File: src/rtl/uart_tx_fifo_pkg.sv
// rtl/uart_tx_fifo_pkg.sv - shared UART TX constants: state encodings, default baud divisor, frame length
// Frame length and the PARITY state follow the UART_TX_PARITY_EN build macro.
package uart_tx_fifo_pkg;

    localparam logic [2:0] ST_IDLE   = 3'd0;
    localparam logic [2:0] ST_START  = 3'd1;
    localparam logic [2:0] ST_DATA   = 3'd2;
    localparam logic [2:0] ST_PARITY = 3'd3;
    localparam logic [2:0] ST_STOP   = 3'd4;

    localparam int DEFAULT_DELAY_FRAMES = 234;

`ifdef UART_TX_PARITY_EN
    localparam int UART_FRAME_BITS = 11;
`else
    localparam int UART_FRAME_BITS = 10;
`endif

    function automatic logic even_parity(input logic [7:0] data);
        return ^data;
    endfunction

endpackage

File: src/rtl/uart_tx_fifo_sync_fifo.sv
// rtl/uart_tx_fifo_sync_fifo.sv - synchronous FIFO, head word presented on rd_data without a read
// Overflow/underflow requests are dropped; level counts stored entries.
module sync_fifo #(
    parameter int WIDTH = 8,
    parameter int DEPTH = 16
) (
    input  logic                     clk,
    input  logic                     rst,
    input  logic                     wr_en,
    input  logic [WIDTH-1:0]         wr_data,
    input  logic                     rd_en,
    output logic [WIDTH-1:0]         rd_data,
    output logic                     full,
    output logic                     empty,
    output logic [$clog2(DEPTH):0]   level
);

    localparam int PTR_W = $clog2(DEPTH);
    localparam int LVL_W = PTR_W + 1;

    logic [WIDTH-1:0] mem [DEPTH];
    logic [PTR_W-1:0] wr_ptr;
    logic [PTR_W-1:0] rd_ptr;
    logic             do_wr;
    logic             do_rd;

    // A full FIFO refuses writes even when a read frees a slot on the same edge.
    assign full    = (level == LVL_W'(DEPTH));
    assign empty   = (level == '0);
    assign do_wr   = wr_en && !full;
    assign do_rd   = rd_en && !empty;
    assign rd_data = mem[rd_ptr];

    always_ff @(posedge clk) begin
        if (do_wr) begin
            mem[wr_ptr] <= wr_data;
        end
    end

    always_ff @(posedge clk or posedge rst) begin
        if (rst) begin
            wr_ptr <= '0;
            rd_ptr <= '0;
            level  <= '0;
        end else begin
            if (do_wr) begin
                wr_ptr <= wr_ptr + 1'b1;
            end
            if (do_rd) begin
                rd_ptr <= rd_ptr + 1'b1;
            end
            case ({do_wr, do_rd})
                2'b10:   level <= level + 1'b1;
                2'b01:   level <= level - 1'b1;
                default: level <= level;
            endcase
        end
    end

endmodule

File: src/rtl/uart_tx_fifo.sv
// rtl/uart_tx_fifo.sv - buffered 8N1 UART transmitter (8E1 when UART_TX_PARITY_EN is defined)
// FIFO feeds a frame FSM that chains frames with no idle gap while data is queued.
module uart_tx_fifo
    import uart_tx_fifo_pkg::*;
#(
    parameter int DELAY_FRAMES = DEFAULT_DELAY_FRAMES,
    parameter int FIFO_DEPTH   = 16
) (
    input  logic                          clk,
    input  logic                          rst,
    input  logic [7:0]                    in_data,
    input  logic                          in_valid,
    output logic                          in_ready,
    output logic                          uart_tx,
    output logic                          busy,
    output logic [$clog2(FIFO_DEPTH):0]   fifo_level
);

    localparam int BAUD_W = $clog2(DELAY_FRAMES);

    logic [2:0]        state;
    logic [BAUD_W-1:0] baud_cnt;
    logic [2:0]        bit_cnt;
    logic [7:0]        shift;
    logic [7:0]        fifo_rd_data;
    logic              fifo_full;
    logic              fifo_empty;
    logic              baud_last;
    logic              pop;
    logic              line_next;

    sync_fifo #(
        .WIDTH (8),
        .DEPTH (FIFO_DEPTH)
    ) u_fifo (
        .clk     (clk),
        .rst     (rst),
        .wr_en   (in_valid),
        .wr_data (in_data),
        .rd_en   (pop),
        .rd_data (fifo_rd_data),
        .full    (fifo_full),
        .empty   (fifo_empty),
        .level   (fifo_level)
    );

    assign in_ready  = !fifo_full;
    assign busy      = (state != ST_IDLE) || (fifo_level != '0);
    assign baud_last = (baud_cnt == BAUD_W'(DELAY_FRAMES - 1));

    // Popping on the last stop cycle lets the next start bit follow immediately.
    assign pop = !fifo_empty && ((state == ST_IDLE) || ((state == ST_STOP) && baud_last));

    always_comb begin
        line_next = 1'b1;
        case (state)
            ST_START: line_next = 1'b0;
            ST_DATA:  line_next = shift[bit_cnt];
`ifdef UART_TX_PARITY_EN
            ST_PARITY: line_next = even_parity(shift);
`endif
            default:  line_next = 1'b1;
        endcase
    end

    // uart_tx is one cycle behind the state, so each bit still lasts DELAY_FRAMES cycles.
    always_ff @(posedge clk or posedge rst) begin
        if (rst) begin
            state    <= ST_IDLE;
            baud_cnt <= '0;
            bit_cnt  <= '0;
            shift    <= '0;
            uart_tx  <= 1'b1;
        end else begin
            uart_tx <= line_next;
            case (state)
                ST_IDLE: begin
                    if (pop) begin
                        shift    <= fifo_rd_data;
                        baud_cnt <= '0;
                        state    <= ST_START;
                    end
                end
                ST_START: begin
                    if (baud_last) begin
                        baud_cnt <= '0;
                        bit_cnt  <= '0;
                        state    <= ST_DATA;
                    end else begin
                        baud_cnt <= baud_cnt + 1'b1;
                    end
                end
                ST_DATA: begin
                    if (baud_last) begin
                        baud_cnt <= '0;
                        if (bit_cnt == 3'd7) begin
`ifdef UART_TX_PARITY_EN
                            state <= ST_PARITY;
`else
                            state <= ST_STOP;
`endif
                        end else begin
                            bit_cnt <= bit_cnt + 3'd1;
                        end
                    end else begin
                        baud_cnt <= baud_cnt + 1'b1;
                    end
                end
`ifdef UART_TX_PARITY_EN
                ST_PARITY: begin
                    if (baud_last) begin
                        baud_cnt <= '0;
                        state    <= ST_STOP;
                    end else begin
                        baud_cnt <= baud_cnt + 1'b1;
                    end
                end
`endif
                ST_STOP: begin
                    if (baud_last) begin
                        baud_cnt <= '0;
                        if (pop) begin
                            shift <= fifo_rd_data;
                            state <= ST_START;
                        end else begin
                            state <= ST_IDLE;
                        end
                    end else begin
                        baud_cnt <= baud_cnt + 1'b1;
                    end
                end
                default: state <= ST_IDLE;
            endcase
        end
    end

endmodule

File: config.mk
export PLATFORM = sky130hd
export DESIGN_NAME = uart_tx_fifo
export DESIGN_NICKNAME = d
export VERILOG_FILES = /design/src/rtl/uart_tx_fifo_pkg.sv /design/src/rtl/uart_tx_fifo_sync_fifo.sv /design/src/rtl/uart_tx_fifo.sv
export SDC_FILE = /design/constraint.sdc
export NUM_CORES = 1
export LEC_CHECK = 0
export BUFFER_PORTS_ARGS = -buffer_cell sky130_fd_sc_hd__buf_2
export CORE_ASPECT_RATIO = 1.25
export CORE_UTILIZATION = 62
export DETAILED_ROUTE_END_ITERATION = 8
export GPL_TIMING_DRIVEN = 0
export PLACE_DENSITY_LB_ADDON = 0.25
export SYNTH_ARGS = -nofsm -noshare
export SYNTH_HDL_FRONTEND = slang
export SYNTH_SLANG_ARGS = --single-unit
export TNS_END_PERCENT = 5
File: constraint.sdc
create_clock -name clk -period 4 [get_ports clk]
set_clock_uncertainty 0.15 [all_clocks]
set_input_delay 0.6 -clock clk [delete_from_list [all_inputs] [get_ports clk]]
set_output_delay 0.6 -clock clk [all_outputs]
set_load 0.005 [all_outputs]
# Word level (Yosys, flattened, before mapping)
# Memory sizes are Yosys's and may differ from the RTL's.
# Cells that the tools add are included.
# Widths: inputs -> output; s select.
# classes
n_addsub	6
order_cmp	1
eq_ne	14
n_mux	23
reduce_logical	21
# ops
cell	count
$mux 8	4
$pmux 8 s2	2
$mux 3	8
$pmux 3 s4	1
$ne 2x2->1 const B	5
$pmux 5 s2	1
$add 4x1->4 const B	2
$add 8x1->8 const B	1
$eq 8x8->1 const B	1
$reduce_bool 2->1	4
$eq 3x3->1 const B	2
$pmux 3 s2	1
$add 5x1->5 const B	1
$eq 5x5->1 const B	1
$logic_not 5->1	1
$reduce_and 5->1	1
$reduce_bool 5->1	1
$sub 5x1->5 const B	1
$logic_and 1x1->1	4
$lt 3x4->1 const B	1
$mux 1	4
$reduce_and 2->1	2
$reduce_and 4->1	1
$add 3x1->3 const B	1
12 further kinds	14
# word_totals
register_bits	36
ram_bits	128
input_bits	11
output_inout_bits	8
memories	1
# mem_list
name	depth	word_bits	rd	rd_clocked_by_memory_dff	write_ports	line	rtl
u_fifo.mem	16	8	1	0	1	uart_tx_fifo_sync_fifo.sv:21	logic [WIDTH-1:0] mem [DEPTH];

# Depth between registers and ports, before layout
# depth
depth_word	7
depth_mapped	14
ltp_nobuf	13

# By module
# From an unflattened synthesis, not the netlist that was laid out.
# hier_totals
hier_cells	456
hier_area_um2	7088.0
# by_module_without_submodules
mod	instances	cells_each	area_each_um2
sync_fifo	1	333	5789.3
uart_tx_fifo	1	123	1298.7

# Least setup slack after synthesis
# No wires, ideal clock.
# synth_path
kind	reg2reg
from	reg baud_cnt[1]
to	reg u_fifo.level[4]
setup_ns	0.125
arrival_time_ns	2.989
slack_ns	0.736
path_stages_with_launch	15
n_path_buf	1
synth_period_minus_slack_ns	3.264
path_cell_list	dfrtp_1 inv_1 ha_1 and3b_1 a21oi_2 a2111oi_4 buf_6 ha_1 inv_1 fa_1 nor2b_1 o21ai_0 nand3_1 or3b_2 xnor2_1
# synth_between
elab_chain_len	7
word_cells_on_any_way	9
cone_classes	eq/ne (3); mux (1); reduce/logical (5)
# synth_rtl
element	line	rtl
from (decl)	uart_tx_fifo.sv:22	logic [BAUD_W-1:0] baud_cnt;
from (signal assigned)	uart_tx_fifo.sv:90	baud_cnt <= baud_cnt + 1'b1;
from (signal assigned)	uart_tx_fifo.sv:106	baud_cnt <= baud_cnt + 1'b1;
from (signal assigned)	uart_tx_fifo.sv:129	baud_cnt <= baud_cnt + 1'b1;
$eq 8x8->1 (*)	uart_tx_fifo.sv:49	assign baud_last = (baud_cnt == BAUD_W'(DELAY_FRAMES - 1));
$logic_and 1x1->1 (*)	uart_tx_fifo.sv:52	assign pop = !fifo_empty && ((state == ST_IDLE) || ((state == ST_STOP) && baud_last));
$logic_or 1x1->1 (*)	uart_tx_fifo.sv:52	
$logic_and 1x1->1 (*)	uart_tx_fifo.sv:52	
$logic_and 1x1->1 (*)	uart_tx_fifo_sync_fifo.sv:31	assign do_rd = rd_en && !empty;
via u_fifo.do_rd	uart_tx_fifo_sync_fifo.sv:25	logic do_rd;
$eq 2x1->1 or $eq 2x2->1 (tied branches)	uart_tx_fifo_sync_fifo.sv:52	case ({do_wr, do_rd})
$pmux 5 s2 or $reduce_bool 2->1 (tied branches)	-	
to (signal assigned)	uart_tx_fifo_sync_fifo.sv:53	2'b10: level <= level + 1'b1;
to (signal assigned)	uart_tx_fifo_sync_fifo.sv:54	2'b01: level <= level - 1'b1;
to (signal assigned)	uart_tx_fifo_sync_fifo.sv:55	default: level <= level;
to (decl)	uart_tx_fifo_sync_fifo.sv:15	output logic [$clog2(DEPTH):0] level
# The timed path passes the listed nets; every way through them passes the cells marked *.
# A chain may end at the register's enable or synchronous reset.

# Worst setup path in the final report
# Ends and elaborated chain as after synthesis.

==> results.json <==
{
  "number_of_antenna_cells_inserted": 0,
  "drt_pass1_iterations": 5,
  "critical_path.top_delay_family": "simple AND/OR/NAND/NOR gates",
  "synth_simple_gate_area_share_pct": 5.98,
  "worst_path_largest_cell_delay_ps": 470,
  "rsz0062_at_grt": "false",
  "path_clk_slew_ps": 60,
  "fmaxAchievable_ghz": 0.275,
  "reg2reg_from": "baud_cnt[1]",
  "global_route.usage.total_pct": 24.5,
  "post_synth_fa_ha_maj_area_fraction_pct": 2.73,
  "post-dp-hpwl_um": 8850,
  "outcome": "complete, no violations",
  "slack_of_the_worst_reg_to_reg_path_ps": 370,
  "timing.critical_path.to_type": "register",
  "power.density_mw_per_mm2": 517,
  "reg2reg_capture_point": "u_fifo.level[4]",
  "synthMuxAreaShare_pct": 14.5,
  "synth-edff-count": 128,
  "timing.max_slew.rel_slack_pct": 17.8,
  "cp.required_ps": 4160,
  "height_of_the_die_um": 121,
  "yosysWarnings": 0,
  "rows": 43,
  "post_drt_wl_per_cell_um": 22.2,
  "cp_data_arrival_time_ps": 3790,
  "grt_first_pass_wirelength_um": 20900,
  "drc": 0,
  "floorplan.die.width_um": 97.4,
  "grt_start_max_net_pins": 23,
  "avgSynthCellArea_um2": 17.2,
  "synth_compound_gate_area_share_pct": 4.39,
  "asyncSetResetFlopFracSynth_pct": 22.0,
  "buffer_ports.inserted": 18,
  "synth_top_family_by_area": "multiplexers",
  "setup_tns_ps": 0,
  "total_leakage_power_nw": 2.71,
  "met3RoutedLength_um": 755,
  "h-tree-depth": 4,
  "cts_inserted_buffers": 17,
  "synth_cells": 409,
  "postSynthRegisterBits": 164,
  "hold_class": "input pin to asynchronous set/reset pin",
  "dp.cells": 563,
  "cts-root-to-sink-buffers": 2,
  "cts-root-buf": "sky130_fd_sc_hd__clkbuf_16",
  "maxCapViolCount": 0,
  "detail_route.wirelength.met1_um": 5300,
  "critical_path.startpoint_type": "register",
  "antenna_violations_before_repair": 0,
  "gates_resized_cts_repair": 0,
  "finalHoldViolCount": 0,
  "setup_viol": 0,
  "synthFlopType": "sky130_fd_sc_hd__edfxtp_1",
  "timing.critical_path.fanout_max": 10,
  "timing_worst_slew_pin_value_ps": 1220,
  "finalWirelength_um": 13200,
  "route.vias.total": 3648,
  "yosys.area_share.xor_xnor_pct": 2.34,
  "globalRouteOverflowTotal": 0,
  "yosys.cell_types.count": 52,
  "clock_sink_count": 164,
  "top_signal_layer_used": "met4",
  "place.gp.congestion": 0.807,
  "final_layout_size_suffix_gt1_share_pct": 22.8,
  "placeableCoreArea_mm2": 0.0111,
  "detailedRoute.firstIterationViolations": 300,
  "synth_sequential_area_ratio_pct": 67.3,
  "antenna_violation_net_count_after_detailed_routing": 0,
  "timing_max_transition_violations_final": 0,
  "layout_min_cycle_time_ps": 3630,
  "cpMaxStageDelayCell": "sky130_fd_sc_hd__a2111oi_4",
  "design.portCount": 19,
  "worstPathCellList": "inv_1 -> ha_1 -> and3b_1 -> a21oi_2 -> a2111oi_4 -> buf_6 -> ha_1 -> inv_1 -> fa_1 -> nor2b_1 -> o21ai_0 -> nand3_1 -> or3b_2 -> xnor2_1",
  "vdd_drop_max_v": 0.000500,
  "synth_area_mm2": 0.00705,
  "post_layout_nonfiller_instances": 595,
  "cts_tree": "yes",
  "dieArea_mm2": 0.0118,
  "clock_latency_ps": 420,
  "route.detailed.vias_per_inst": 6.13,
  "finalNetCount": 472,
  "cts.hold.buffers_added": 0,
  "floorplan.initialDensity_pct": 63.6,
  "timing.final.crit_share_pct": 90.8,
  "critical_path_class": "register to register",
  "crit_buf_inv": 3,
  "met2RoutedLength_um": 6840,
  "post-cts-setup-buffers": 0,
  "r2r.worst_path.cells": 14,
  "syn_nets": 434,
  "grt_pass1_vias": 3774,
  "layout-area-overhead-vs-synth_pct": 11.8
}
[flip-flops by register name, summed over array words and instances, names as in the netlist]
register	cells
baud_cnt	8
bit_cnt	3
shift	8
state	3
u_fifo.level	5
u_fifo.mem	128
u_fifo.rd_ptr	4
u_fifo.wr_ptr	4
uart_tx	1
[kinds of logic (layout without fill, tap and decap cells)]
logic type	after synthesis	in the layout
buffers and inverters	35	86
AO/OA/AOI/OAI	43	43
adder cells (fa/ha/maj)	15	15
XOR/XNOR	18	18
multiplexers	54	54
flip-flops	164	164
AND/OR/NAND/NOR	80	80
[area by class of cell]
class | count | area, µm²
tap | 135 | 169
clock inverter | 13 | 128
multi-input combinational | 210 | 2110
clock buffer | 19 | 433
fill | 684 | 3200
timing repair buffer | 19 | 105
buffer | 22 | 145
sequential | 164 | 4750
inverter | 13 | 48.8
[placed cells by master, fill, tap and decap left out, types with 8 or more instances in the layout]
cell	n
sky130_fd_sc_hd__clkbuf_16	17
sky130_fd_sc_hd__ha_1	13
sky130_fd_sc_hd__buf_2	24
sky130_fd_sc_hd__nor2b_1	9
sky130_fd_sc_hd__nand2_1	19
sky130_fd_sc_hd__inv_1	13
sky130_fd_sc_hd__a21oi_1	15
sky130_fd_sc_hd__edfxtp_1	128
sky130_fd_sc_hd__dfrtp_1	35
sky130_fd_sc_hd__mux2i_1	11
sky130_fd_sc_hd__xnor2_1	10
sky130_fd_sc_hd__nor2_1	22
sky130_fd_sc_hd__mux4_1	8
sky130_fd_sc_hd__mux4_2	26
[per-layer routing]
layer	vias to the layer above	global-route usage, %
li1	1661	-
met1	1831	31.2
met2	130	40.8
met3	26	6.16
met4	0	10.0
met5	-	0
[how the worst max path moves through the flow]
stage | from | endpoint | cells past startpoint
after detailed placement | baud_cnt[1] | u_fifo.level[4] | 14
after CTS | baud_cnt[1] | u_fifo.level[4] | 14
after floorplan | baud_cnt[1] | u_fifo.level[4] | 14
after global routing | baud_cnt[1] | u_fifo.level[4] | 14
after global placement | baud_cnt[1] | u_fifo.level[4] | 14
final | baud_cnt[1] | u_fifo.level[4] | 14
[synth_stat cells, types with 4 or more instances]
cell type	n	area share (%)
sky130_fd_sc_hd__inv_1	13	0.69
sky130_fd_sc_hd__clkbuf_1	4	0.21
sky130_fd_sc_hd__ha_1	13	2.3
sky130_fd_sc_hd__buf_6	4	0.64
sky130_fd_sc_hd__mux2_2	5	0.80
sky130_fd_sc_hd__buf_1	4	0.21
sky130_fd_sc_hd__nor2b_1	9	0.80
sky130_fd_sc_hd__mux4_2	26	8.3
sky130_fd_sc_hd__nand3_1	5	0.36
sky130_fd_sc_hd__nor3_1	7	0.50
sky130_fd_sc_hd__xnor2_1	10	1.2
sky130_fd_sc_hd__o2bb2ai_1	4	0.50
sky130_fd_sc_hd__dfrtp_1	35	12
sky130_fd_sc_hd__buf_2	6	0.43
sky130_fd_sc_hd__a21oi_1	15	1.1
sky130_fd_sc_hd__mux2i_1	11	1.6
sky130_fd_sc_hd__edfxtp_1	128	55
sky130_fd_sc_hd__o21ai_0	6	0.43
sky130_fd_sc_hd__nor2_1	22	1.2
sky130_fd_sc_hd__nand2_1	19	1.0
sky130_fd_sc_hd__a211oi_1	5	0.53
sky130_fd_sc_hd__xor2_1	7	0.87
sky130_fd_sc_hd__mux4_1	8	3.0
[per-stage QoR]
stage	area (µm²)	hold WS [ps]	utilization [%]	total power, W	setup slack (ps)
detailed placement	7320	348	66.1	0.00257	383
global route	7880	282	71.1	0.00422	215
floorplan	7050	325	-	0.00241	736
CTS	7880	238	71.1	0.00409	370
finish	7880	205	71.1	0.00407	368
global placement	7310	338	65.9	0.00254	485
[power by group]
group / switching [W] / internal, W
Sequential: 0.0000831 / 0.00202
Clock: 0.000670 / 0.000866
Combinational: 0.000277 / 0.000156
(Power assumes the default switching activity.)
